[config.mk]
export PLATFORM = sky130hd
export DESIGN_NAME = btn_event_decoder
export DESIGN_NICKNAME = d
export VERILOG_FILES = /design/src/rtl/btn_pkg.sv /design/src/rtl/ms_tick_gen.sv /design/src/rtl/btn_event_decoder.sv
export SDC_FILE = /design/constraint.sdc
export NUM_CORES = 1
export LEC_CHECK = 0
export ABC_AREA = 1
export ABC_CLOCK_PERIOD_IN_PS = 2200
export CORE_ASPECT_RATIO = 1.4
export CORE_MARGIN = 2
export CORE_UTILIZATION = 60
export DETAILED_ROUTE_END_ITERATION = 6
export HOLD_SLACK_MARGIN = 0.15
export PLACE_DENSITY = 0.78
export SKIP_CTS_REPAIR_TIMING = 1
export SLEW_MARGIN = 20
export SYNTH_ARGS = -nofsm -noshare
export SYNTH_HDL_FRONTEND = slang
export SYNTH_SLANG_ARGS = --single-unit
[constraint.sdc]
create_clock -name clk -period 2.2 [get_ports clk]
set_input_delay 0.22 -clock clk [delete_from_list [all_inputs] [get_ports clk]]
set_output_delay 0.22 -clock clk [all_outputs]
set_load 0.02 [all_outputs]
[src/rtl/btn_pkg.sv]
// Shared types and default timing for the button event decoder and its tick source.
// Pure declarations; no logic, no latency.
package btn_pkg;

  typedef enum logic [1:0] {
    ST_IDLE      = 2'd0,
    ST_PRESSED   = 2'd1,
    ST_LONG_HELD = 2'd2
  } btn_state_e;

  localparam int DEF_TICK_DIV  = 100_000;
  localparam int DEF_LONG_MS   = 1000;
  localparam int DEF_REPEAT_MS = 200;

  function automatic logic is_held(input btn_state_e s);
    return (s == ST_PRESSED) || (s == ST_LONG_HELD);
  endfunction

endpackage

[src/rtl/ms_tick_gen.sv]
// Free-running divider: one-clk o_tick every TICK_DIV clks, first at cycle TICK_DIV after reset.
// Tick is a decode of the counter register; no backpressure, never stalls.
module ms_tick_gen
  import btn_pkg::*;
#(
  parameter int TICK_DIV = DEF_TICK_DIV
) (
  input  logic clk,
  input  logic reset,
  output logic o_tick
);

  localparam int DIV_W = (TICK_DIV > 1) ? $clog2(TICK_DIV) : 1;
  localparam logic [DIV_W-1:0] DIV_LAST = DIV_W'(TICK_DIV - 1);

  logic [DIV_W-1:0] div_q;
  logic [DIV_W-1:0] div_d;

  always_comb begin
    div_d = div_q + 1'b1;
    if (div_q == DIV_LAST) begin
      div_d = '0;
    end
  end

  always_ff @(posedge clk) begin
    if (reset) begin
      div_q <= '0;
    end else begin
      div_q <= div_d;
    end
  end

  assign o_tick = (div_q == DIV_LAST);

endmodule

[src/rtl/btn_event_decoder.sv]
// Classifies debounced presses into short / long / auto-repeat strobes; all outputs registered,
// strobes appear one clk after the sampling edge. No backpressure: strobes are fire-and-forget.
module btn_event_decoder
  import btn_pkg::*;
#(
  parameter int TICK_DIV  = DEF_TICK_DIV,
  parameter int LONG_MS   = DEF_LONG_MS,
  parameter int REPEAT_MS = DEF_REPEAT_MS
) (
  input  logic clk,
  input  logic reset,
  input  logic i_btn,
  output logic o_short,
  output logic o_long,
  output logic o_repeat,
  output logic o_held
);

  localparam int MS_W = $clog2(LONG_MS);
  localparam int RP_W = $clog2(REPEAT_MS + 1);
  localparam logic [MS_W-1:0] MS_LAST = MS_W'(LONG_MS - 1);
  localparam logic [RP_W-1:0] RP_LAST = RP_W'(REPEAT_MS - 1);

  btn_state_e      state_q, state_d;
  logic [MS_W-1:0] ms_cnt_q, ms_cnt_d;
  logic [RP_W-1:0] rep_cnt_q, rep_cnt_d;
  logic            short_q, short_d;
  logic            long_q, long_d;
  logic            rep_stb_q, rep_stb_d;
  logic            held_q, held_d;
  logic            tick;

  ms_tick_gen #(
    .TICK_DIV(TICK_DIV)
  ) u_tick (
    .clk   (clk),
    .reset (reset),
    .o_tick(tick)
  );

  // Release is tested before the tick so a release on the terminal tick wins.
  always_comb begin
    state_d   = state_q;
    ms_cnt_d  = ms_cnt_q;
    rep_cnt_d = rep_cnt_q;
    short_d   = 1'b0;
    long_d    = 1'b0;
    rep_stb_d = 1'b0;
    case (state_q)
      ST_IDLE: begin
        if (i_btn) begin
          state_d  = ST_PRESSED;
          ms_cnt_d = '0;
        end
      end
      ST_PRESSED: begin
        if (!i_btn) begin
          short_d = 1'b1;
          state_d = ST_IDLE;
        end else if (tick) begin
          if (ms_cnt_q == MS_LAST) begin
            long_d    = 1'b1;
            state_d   = ST_LONG_HELD;
            rep_cnt_d = '0;
          end else begin
            ms_cnt_d = ms_cnt_q + 1'b1;
          end
        end
      end
      ST_LONG_HELD: begin
        if (!i_btn) begin
          state_d = ST_IDLE;
        end else if (tick) begin
          if (rep_cnt_q == RP_LAST) begin
            rep_stb_d = 1'b1;
            rep_cnt_d = '0;
          end else begin
            rep_cnt_d = rep_cnt_q + 1'b1;
          end
        end
      end
      default: begin
        state_d = ST_IDLE;
      end
    endcase
    held_d = is_held(state_d);
  end

  always_ff @(posedge clk) begin
    if (reset) begin
      state_q   <= ST_IDLE;
      ms_cnt_q  <= '0;
      rep_cnt_q <= '0;
      short_q   <= 1'b0;
      long_q    <= 1'b0;
      rep_stb_q <= 1'b0;
      held_q    <= 1'b0;
    end else begin
      state_q   <= state_d;
      ms_cnt_q  <= ms_cnt_d;
      rep_cnt_q <= rep_cnt_d;
      short_q   <= short_d;
      long_q    <= long_d;
      rep_stb_q <= rep_stb_d;
      held_q    <= held_d;
    end
  end

  assign o_short  = short_q;
  assign o_long   = long_q;
  assign o_repeat = rep_stb_q;
  assign o_held   = held_q;

endmodule

==> qor.txt <==
status = complete, no violations
Worst Hold Endpoint = u_tick.div_q[0]
Critical Path AT = 2.01 ns
# rows = 25
DR WL met3 = 124 um
number of DRC markers in iteration 0 = 77
Lkg Pwr = 0.884 nW
RSZ-0062 raised after global routing = false
synthesis-to-finish area growth = 8.78%
reg2reg end = rep_cnt_q[0]
Distinct cells, synth = 30
initial antenna violation count = 0
GP Congestion = 0.905
# nets final = 337
Critical Path Source Type = flop
sequential-to-total area share from yosys stat = 0.376
Ys Warns = 0
syn nets = 325
clk_lat worst skew = 0.29 ns
Hold WC Path Type = reg -> reg
crit path capture type = flop
Root Buffer Master = clkbuf_8
Die Height = 75.3 um
RR Startpoint = u_tick.div_q[0]
Final ANT Viol Nets = 0
share of cells above drive strength 1 = 0.0906
Pre-antenna DRT Iters = 4
share of Yosys cell area claimed by the top area cell type = 0.376
vias in the first global route = 1822
vias per inst = 5.43
period utilization = 0.831
Synth Cell Area = 0.00218 mm2
clock period minus worst slack = 1.83 ns
ranking of synthesized cells by area = dfxtp_1, nand2_1, nor2_1
peak supply drop = 0.519 mV
Hold Fails Final Rpt = 0
largest net degree at the start of global routing = 12
WHS Path Cells = 1
total of max-cap violations = 0
Initial Util = 0.634
io pins = 7
Die Span X = 55.0 um
number of cells after detailed placement = 364
Critical Path Fanout Max = 7
final cell count without fillers = 371
Slew HR = 0.758
DR top layer = met4
cells on worst reg2reg path = 10
critical path required time = 2.38 ns
All-Layer GR Usage = 0.245
HP Start = u_tick.div_q[0]
wire length on met1 = 1840 um
global route overflow = 0
CP Class = reg -> reg
Max Clock Skew = 0.00653 ns
FMAX = 0.547 GHz
Main synth FF type = dfxtp_1
first-pass GRT wire length = 7450 um
HPWL after detailed placement = 3430 um
# DRC = 0
Util after Layout = 0.689
most common cell in the synthesized netlist = nand2_1
Routed WL per cell = 12.0 um
setup TNS = 0 ns
input/output buffers = 6
Post-synth EDFFs = 0
core area = 0.00344 mm2
CTS Buffer Depth = 2
WL final = 4450 um
Synth Register Bits = 41
setup violators final = 0
worst setup margin = 0.371 ns
syn avg cell area = 6.84 um2
Clock Sinks = 41
CTS tree = built
FF-to-FF setup slack = 0.37 ns
Die Area = 0.00414 mm2
# diodes = 0
power per cell area = 549 mW/mm2
FFs w/ async S/R, synth = 0
Clock transition at path regs = 0.07 ns
max-slew violation count = 0
routed vias = 2014
routed wl met2 = 2390 um
TritonCTS buffer count = 5
area leader, netlist = dfxtp_1
cell count after synthesis = 319
FILL cells = 304
pre-CTS setup slack = 0.316 ns
slew at the pin closest to its max-slew limit = 0.362 ns
commonest cells in the netlist = nand2_1, nor2_1, dfxtp_1, inv_1, nand3_1
# H-tree levels = 2
[metrics by stage]
step	power, mW	cell area (um2)	hold slack (ns)
after CTS	1.32	2370	0.452
final	1.30	2370	0.448
after detailed placement	0.840	2290	0.442
after global placement	0.840	2290	0.430
after floorplan	0.822	2180	0.292
after global routing	1.35	2370	0.480
[metal layers]
| metal | vias to the layer above | track usage |
|---|---|---|
| li1 | 1045 | - |
| met1 | 923 | 0.256 |
| met2 | 36 | 0.464 |
| met3 | 10 | 0.0510 |
| met4 | 0 | 0.0894 |
| met5 | - | 0 |
[worst max-delay path, stage by stage, from the launching register on]
cell     delay, ns
dfxtp_1       0.35
ha_1          0.19
nand2_2       0.08
nor2_4        0.12
nand3_1       0.15
nor3_4        0.32
nand2_4       0.12
nand2_1       0.11
nand2_1       0.13
inv_2         0.11
a21oi_1       0.04
[sequential cells by signal, indices dropped and copies added (netlist names)]
name,count
o_long,1
ms_cnt_q,10
o_repeat,1
rep_cnt_q,8
state_q,2
o_short,1
u_tick.div_q,17
o_held,1
[logic make-up (layout without fill, tap and decap cells)]
kind of cell	Yosys count	count (layout)	share of synthesized area
xor gates and xnor gates	10	10	0.0402
and+or+nand+nor	187	187	0.395
DFF	41	41	0.376
buffers and inverters	50	62	0.0901
adders and majority gates	3	3	0.0172
AOI/OAI and AO/OA	28	28	0.0809
[final cells by class]
class	instances	area, um2	share of cell area
Tap cell	40	50.0	0.0211
Multi-Input combinational cell	228	1160	0.491
Clock buffer	7	86.3	0.0364
Inverter	47	176	0.0744
Timing Repair Buffer	8	75.1	0.0316
Sequential cell	41	821	0.346
[worst max path at each step]
stage	startpoint	slack (ns)	endpoint	depth (start not counted)
after floorplan	u_tick.div_q[0]	0.57	ms_cnt_q[5]	11
after global placement	i_btn	0.34	rep_cnt_q[6]	8
after detailed placement	i_btn	0.32	rep_cnt_q[0]	8
after CTS	u_tick.div_q[0]	0.36	rep_cnt_q[0]	10
after global routing	u_tick.div_q[0]	0.15	rep_cnt_q[0]	10
final	u_tick.div_q[0]	0.37	rep_cnt_q[0]	10
[report_power, final]
| group | leakage [nW] | internal, mW | total (mW) | switching (mW) |
|---|---|---|---|---|
| registers | 0.331 | 0.750 | 0.756 | 0.00608 |
| logic | 0.509 | 0.0213 | 0.0684 | 0.0470 |
| clock network | 0.0443 | 0.249 | 0.478 | 0.229 |
[cell usage in the layout (no fill, tap or decap), drive strengths merged, types with 7 or more instances in the layout]
master / instances
nand4: 10
o21ai: 8
nand2: 66
clkbuf: 7
inv: 46
nand3: 32
nor2: 57
nor3: 18
dfxtp: 41
xor2: 9
a21oi: 16
(Power assumes the default switching activity.)
